**src/rtl/popcount_neuron_sched.sv**
```systemverilog
// ============================================================================
// Module   : popcount_neuron_sched
// Purpose  : Time-shares one external 25-input popcount across the positive
//            and negative weight masks of a chunked ternary neuron.
// Revision : 1.0
// ============================================================================
`default_nettype none

module popcount_neuron_sched #(
  parameter int NUM_CHUNKS = 4,
  parameter int ACC_W      = 8
) (
  input  logic             clk,
  input  logic             rst,
  input  logic             in_valid,
  output logic             in_ready,
  input  logic [24:0]      input_a,
  input  logic [24:0]      wpos,
  input  logic [24:0]      wneg,
  input  logic [ACC_W-1:0] thresh,
  output logic [24:0]      pc_in,
  input  logic [4:0]       pc_out,
  output logic             out_valid,
  input  logic             out_ready,
  output logic [ACC_W-1:0] neuron_sum,
  output logic             neuron_act,
  output logic             busy
);

  localparam logic [1:0] S_IDLE = 2'd0;
  localparam logic [1:0] S_POS  = 2'd1;
  localparam logic [1:0] S_NEG  = 2'd2;
  localparam logic [1:0] S_DONE = 2'd3;

  // Four bits cover the full 1..16 chunk range.
  localparam int             CNT_W    = 4;
  localparam logic [CNT_W-1:0] LAST_CNT = CNT_W'(NUM_CHUNKS - 1);

  logic [1:0]       r_state;
  logic [1:0]       w_next_state;
  logic [CNT_W-1:0] r_chunk_cnt;
  logic [ACC_W-1:0] r_pos_acc;
  logic [ACC_W-1:0] r_neg_acc;
  logic [ACC_W-1:0] r_thr;
  logic [24:0]      r_x;
  logic [24:0]      r_wpos;
  logic [24:0]      r_wneg;

  logic [ACC_W-1:0] w_pc_ext;
  logic [ACC_W-1:0] w_neg_sum;
  logic [ACC_W-1:0] w_diff;
  logic             w_last;

  // Approximate popcounts may report up to 31; the value is used unmodified.
  assign w_pc_ext  = {{(ACC_W-5){1'b0}}, pc_out};
  assign w_neg_sum = r_neg_acc + w_pc_ext;
  assign w_diff    = r_pos_acc - w_neg_sum;
  assign w_last    = (r_chunk_cnt == LAST_CNT);

  // State register
  always_ff @(posedge clk or posedge rst) begin
    if (rst) begin
      r_state <= S_IDLE;
    end else begin
      r_state <= w_next_state;
    end
  end

  // Next-state logic
  always_comb begin
    w_next_state = r_state;
    case (r_state)
      S_IDLE:  if (in_valid) w_next_state = S_POS;
      S_POS:   w_next_state = S_NEG;
      S_NEG:   w_next_state = w_last ? S_DONE : S_IDLE;
      S_DONE:  if (out_ready) w_next_state = S_IDLE;
      default: w_next_state = S_IDLE;
    endcase
  end

  // Output logic
  always_comb begin
    in_ready = 1'b0;
    pc_in    = 25'd0;
    busy     = 1'b1;
    case (r_state)
      S_IDLE: begin
        in_ready = ~rst;
        busy     = (r_chunk_cnt != '0);
      end
      S_POS:   pc_in = r_x & r_wpos;
      S_NEG:   pc_in = r_x & r_wneg;
      default: begin
        in_ready = 1'b0;
        pc_in    = 25'd0;
      end
    endcase
  end

  // Datapath: operand capture, accumulation and registered result
  always_ff @(posedge clk or posedge rst) begin
    if (rst) begin
      r_chunk_cnt <= '0;
      r_pos_acc   <= '0;
      r_neg_acc   <= '0;
      r_thr       <= '0;
      r_x         <= '0;
      r_wpos      <= '0;
      r_wneg      <= '0;
      out_valid   <= 1'b0;
      neuron_sum  <= '0;
      neuron_act  <= 1'b0;
    end else begin
      case (r_state)
        S_IDLE: begin
          if (in_valid) begin
            r_x    <= input_a;
            r_wpos <= wpos;
            r_wneg <= wneg;
            if (r_chunk_cnt == '0) r_thr <= thresh;
          end
        end
        S_POS: begin
          r_pos_acc <= r_pos_acc + w_pc_ext;
        end
        S_NEG: begin
          r_neg_acc <= w_neg_sum;
          if (w_last) begin
            // Result uses the final negative count directly so DONE can present it at once.
            out_valid  <= 1'b1;
            neuron_sum <= w_diff;
            neuron_act <= ($signed(w_diff) >= $signed(r_thr));
          end else begin
            r_chunk_cnt <= r_chunk_cnt + CNT_W'(1);
          end
        end
        S_DONE: begin
          if (out_ready) begin
            r_pos_acc   <= '0;
            r_neg_acc   <= '0;
            r_chunk_cnt <= '0;
            out_valid   <= 1'b0;
          end
        end
        default: ;
      endcase
    end
  end

endmodule

`default_nettype wire
```
**config.mk**
```make
export PLATFORM = sky130hd
export DESIGN_NAME = popcount_neuron_sched
export DESIGN_NICKNAME = d
export VERILOG_FILES = /design/src/rtl/popcount_neuron_sched.sv
export SDC_FILE = /design/constraint.sdc
export NUM_CORES = 1
export LEC_CHECK = 0
export BUFFER_PORTS_ARGS = -buffer_cell sky130_fd_sc_hd__buf_2
export CAP_MARGIN = 10
export CORE_MARGIN = 2
export CORE_UTILIZATION = 55
export CTS_CLUSTER_DIAMETER = 80
export CTS_CLUSTER_SIZE = 10
export DETAILED_ROUTE_END_ITERATION = 7
export PLACE_DENSITY_LB_ADDON = 0.25
export SLEW_MARGIN = 40
export SYNTH_ARGS = -nofsm -noshare
export SYNTH_HDL_FRONTEND = slang
export SYNTH_SLANG_ARGS = --single-unit
```
**constraint.sdc**
```tcl
create_clock -name clk -period 5.46 [get_ports clk]
set_input_delay 1.092 -clock clk [delete_from_list [all_inputs] [get_ports clk]]
set_output_delay 1.092 -clock clk [all_outputs]
set_load 0.03 [all_outputs]
```
==> flow_summary_export.csv <==
group,metric,value,unit
status,status,"completed",
final_layout,fin_nets,772,
die,ios,129,
clock_network,cts_resized,0,
die,initial_core_util,55.7,%
yosys,ys_warn_count,0,
die,coreArea,10700,µm²
worst_setup_path,worstReg2RegStart,"r_neg_acc[0]",
clock_network,cts_buffers,17,
yosys,synth_ff_type,"dfrtp_1",
drt,detail-route-antenna-nets,0,
die,die_w,108,µm
placed_design,dp_cells,769,
drt,viasPerCell,5.39,
power,p_clk_share,19.8,%
worst_setup_path,cp_max_fo,4,
worst_hold_path,hp-start,"neuron_sum[1]",
clock_network,cts_hold_buf,0,
placed_design,hpwlAfterDp,9000,µm
yosys,netlist_instances,520,
drt,vias,4318,
drt,routed_wl,12600,µm
grt,grt_pass1_vias,4546,
final_layout,antenna_cells,0,
clock_network,cts-root-buf,"clkbuf_8",
grt,use_met1,26.9,%
drt,drtIter0Drc,155,
power,power_density,702,nW/µm²
grt,grt_max_degree,80,
grt,grtUsageMet3,7.53,%
yosys,yosysMostFrequentCell,"dfrtp_1",
power,pwr-share-seq,29.9,%
yosys,yosys-top-cells-count,"dfrtp_1 (115), mux2_2 (90), nand2_1 (45)",
clock_network,postCtsSetupBuffers,0,
worst_hold_path,hold_path.class,"flip-flop to flip-flop",
timing,clock_skew,3.60,ps
drt,remaining_drc_errors,0,
timing,rsz0062_at_grt,"no",
run,maxCapViolCount,0,
grt,grt_first_pass_wirelength,21000,µm
yosys,synth_area_leaders,"dfrtp_1 (48%), mux2_2 (17%), ha_1 (6.1%)",
grt,met2_usage,39.4,%
timing,setup-violations-final,0,
timing,fin_crit,4030,ps
yosys,synthesis.nets,644,
worst_setup_path,startpoint,"pc_out[0]",
die,num_rows,38,
power,switchingPower,0.00207,W
placed_design,gp_congestion,0.883,
worst_setup_path,required,5840,ps
worst_setup_path,reg2reg_to,"neuron_act",
die,die_height,108,µm
die,dieArea,11700,µm²
clock_network,cts-htree-levels,4,
worst_setup_path,endpoint_kind,"flip-flop",
clock_network,clk_latency,510,ps
power,switching_share,40.5,%
final_layout,fin_cells,801,
power,power,0.00512,W
worst_setup_path,crit_type,"input pin to flip-flop",
timing,finalSetupTns,0,ps
grt,antenna_found_initial,0,
yosys,synth_top_area_share,48.3,%
clock_network,clkSlewWorstSetupHoldPaths,60,ps
timing,relSlewSlack,46.5,%
timing,max_slew.worst_pin.slew,802,ps
yosys,syn_area,5960,µm²
timing,fmaxAchievable,0.248,GHz
final_layout,n_fill_cell,833,
worst_setup_path,crit_end,"neuron_act",
clock_network,cts_tree,"done",
clock_network,cts_num_sinks,115,
yosys,synth_top_area_cell,"dfrtp_1",
timing,hold_viol,0,
yosys,avgSynthCellArea,11.5,µm²
worst_setup_path,r2r_cells,15,
final_layout,final_core_util,68.2,%
drt,firstDrtPassIters,4,
worst_setup_path,start_kind,"input pin",
worst_setup_path,arrival,4410,ps
final_layout,drive_gt1_share,40.5,%
power,vdd_drop_max,360,µV
clock_network,cts_max_path_buffers,2,
worst_setup_path,reg2reg_slack,1730,ps
yosys,yosys.cell_types.count,46,
yosys,synth-seq-cells,115,
grt,grt.busiest_layer,"met2",
timing,timing.final.crit_share,73.8,%
placed_design,port_buffers,128,
yosys,synthArstFlopShare,100,%
power,power_frac_comb,50.3,%
grt,grt-ovfl-total,0,
final_layout,syn_to_final_growth,22.4,%
yosys,synth_seq_area_share,48.3,%
power,p_leak,3.47,nW
drt,wl_per_cell,15.7,µm
timing,drv_slew,0,
power,intPower,0.00305,W
yosys,synth-edff-count,0,
grt,track_usage,23.1,%
[routing by layer]
metal / wire length, µm / vias up
met3: 819 / 23
met4: 274 / 0
met2: 6290 / 109
met5: 0 / -
met1: 5220 / 2113
li1: - / 2073
[state kept, by name, indices dropped and copies added (netlist names)]
name         cells
r_wneg          25
r_x             25
neuron_act       1
r_thr            8
out_valid        1
r_state          2
r_neg_acc        8
neuron_sum       8
r_pos_acc        8
r_chunk_cnt      4
r_wpos          25
[layout by cell type (no fill, tap or decap), types with 3 or more instances in the layout]
cell / Yosys / final
a21o_1: 6 / 6
a21oi_1: 22 / 22
a22o_1: 6 / 6
a31oi_1: 3 / 3
buf_2: 2 / 128
clkbuf_16: 0 / 16
clkbuf_8: 0 / 3
clkinv_2: 0 / 5
clkinvlp_4: 0 / 5
dfrtp_1: 115 / 115
fa_1: 3 / 3
ha_1: 29 / 27
inv_1: 24 / 23
mux2_2: 90 / 90
mux2i_1: 27 / 26
nand2_1: 45 / 44
nand2b_1: 3 / 3
nand3_1: 4 / 4
nand3b_1: 4 / 4
nor2_1: 39 / 39
nor2b_1: 6 / 6
nor3_1: 4 / 4
o21ai_0: 15 / 15
o21bai_1: 4 / 4
o31ai_1: 7 / 7
xnor2_1: 14 / 14
xor2_1: 5 / 5
[area by class of cell]
class                      instances  area (µm²)  share of cell area, %
multi-input combinational        360        2940                   40.3
tap                              140         175                   2.40
sequential                       115        2880                   39.4
timing repair buffer             130         656                   8.98
inverter                          24        95.1                   1.30
clock buffer                      19         442                   6.05
clock inverter                    13         110                   1.51
[power groups by stage]
stage	sequential, W	combinational, W	clock [W]
4_1_cts	0.00153	0.00260	0.00103
6_report	0.00153	0.00258	0.00101
5_1_grt	0.00159	0.00287	0.00107
3_3_place_gp	0.00151	0.00247	0
2_1_floorplan	0.00152	0.00198	0
3_5_place_dp	0.00154	0.00257	0
[worst max-delay path: stages]
cell      delay [ps]
buf_2            110
ha_1             240
fa_1             420
xnor2_1          150
ha_1             350
nand2_1           60
o21ai_0          330
o22ai_1          180
o311ai_1         310
o211ai_1         160
xnor2_1          240
ha_1             280
nor2b_1          170
a211oi_1          80
a21oi_1          140
o41ai_1           90
[cells by family (layout without fill, tap and decap cells)]
kind of cell / Yosys count / count (layout) / synth area share, %
AOI/OAI and AO/OA: 74 / 74 / 8.35
xor gates and xnor gates: 19 / 19 / 2.79
adders and majority gates: 32 / 32 / 7.09
buffers and inverters: 45 / 186 / 2.88
DFF: 115 / 115 / 48.3
muxes: 117 / 117 / 21.5
and+or+nand+nor: 118 / 118 / 9.09
[how the worst min path moves through the flow]
stage / cells past startpoint / slack, ps / to
3_3_place_gp: 2 / 460 / neuron_sum[1]
6_report: 2 / 470 / neuron_sum[1]
5_1_grt: 2 / 510 / neuron_sum[1]
4_1_cts: 2 / 480 / neuron_sum[1]
2_1_floorplan: 2 / 450 / r_neg_acc[2]
3_5_place_dp: 2 / 460 / neuron_sum[1]
[metrics by stage]
stage	hold WS [ps]	setup WS (ps)	instance area [µm²]
floorplan	454	1320	5960
global placement	459	1070	6720
detailed placement	465	944	6740
CTS	478	1480	7290
global route	513	1130	7300
finish	473	1430	7300
Power figures use the tool's default switching activity.
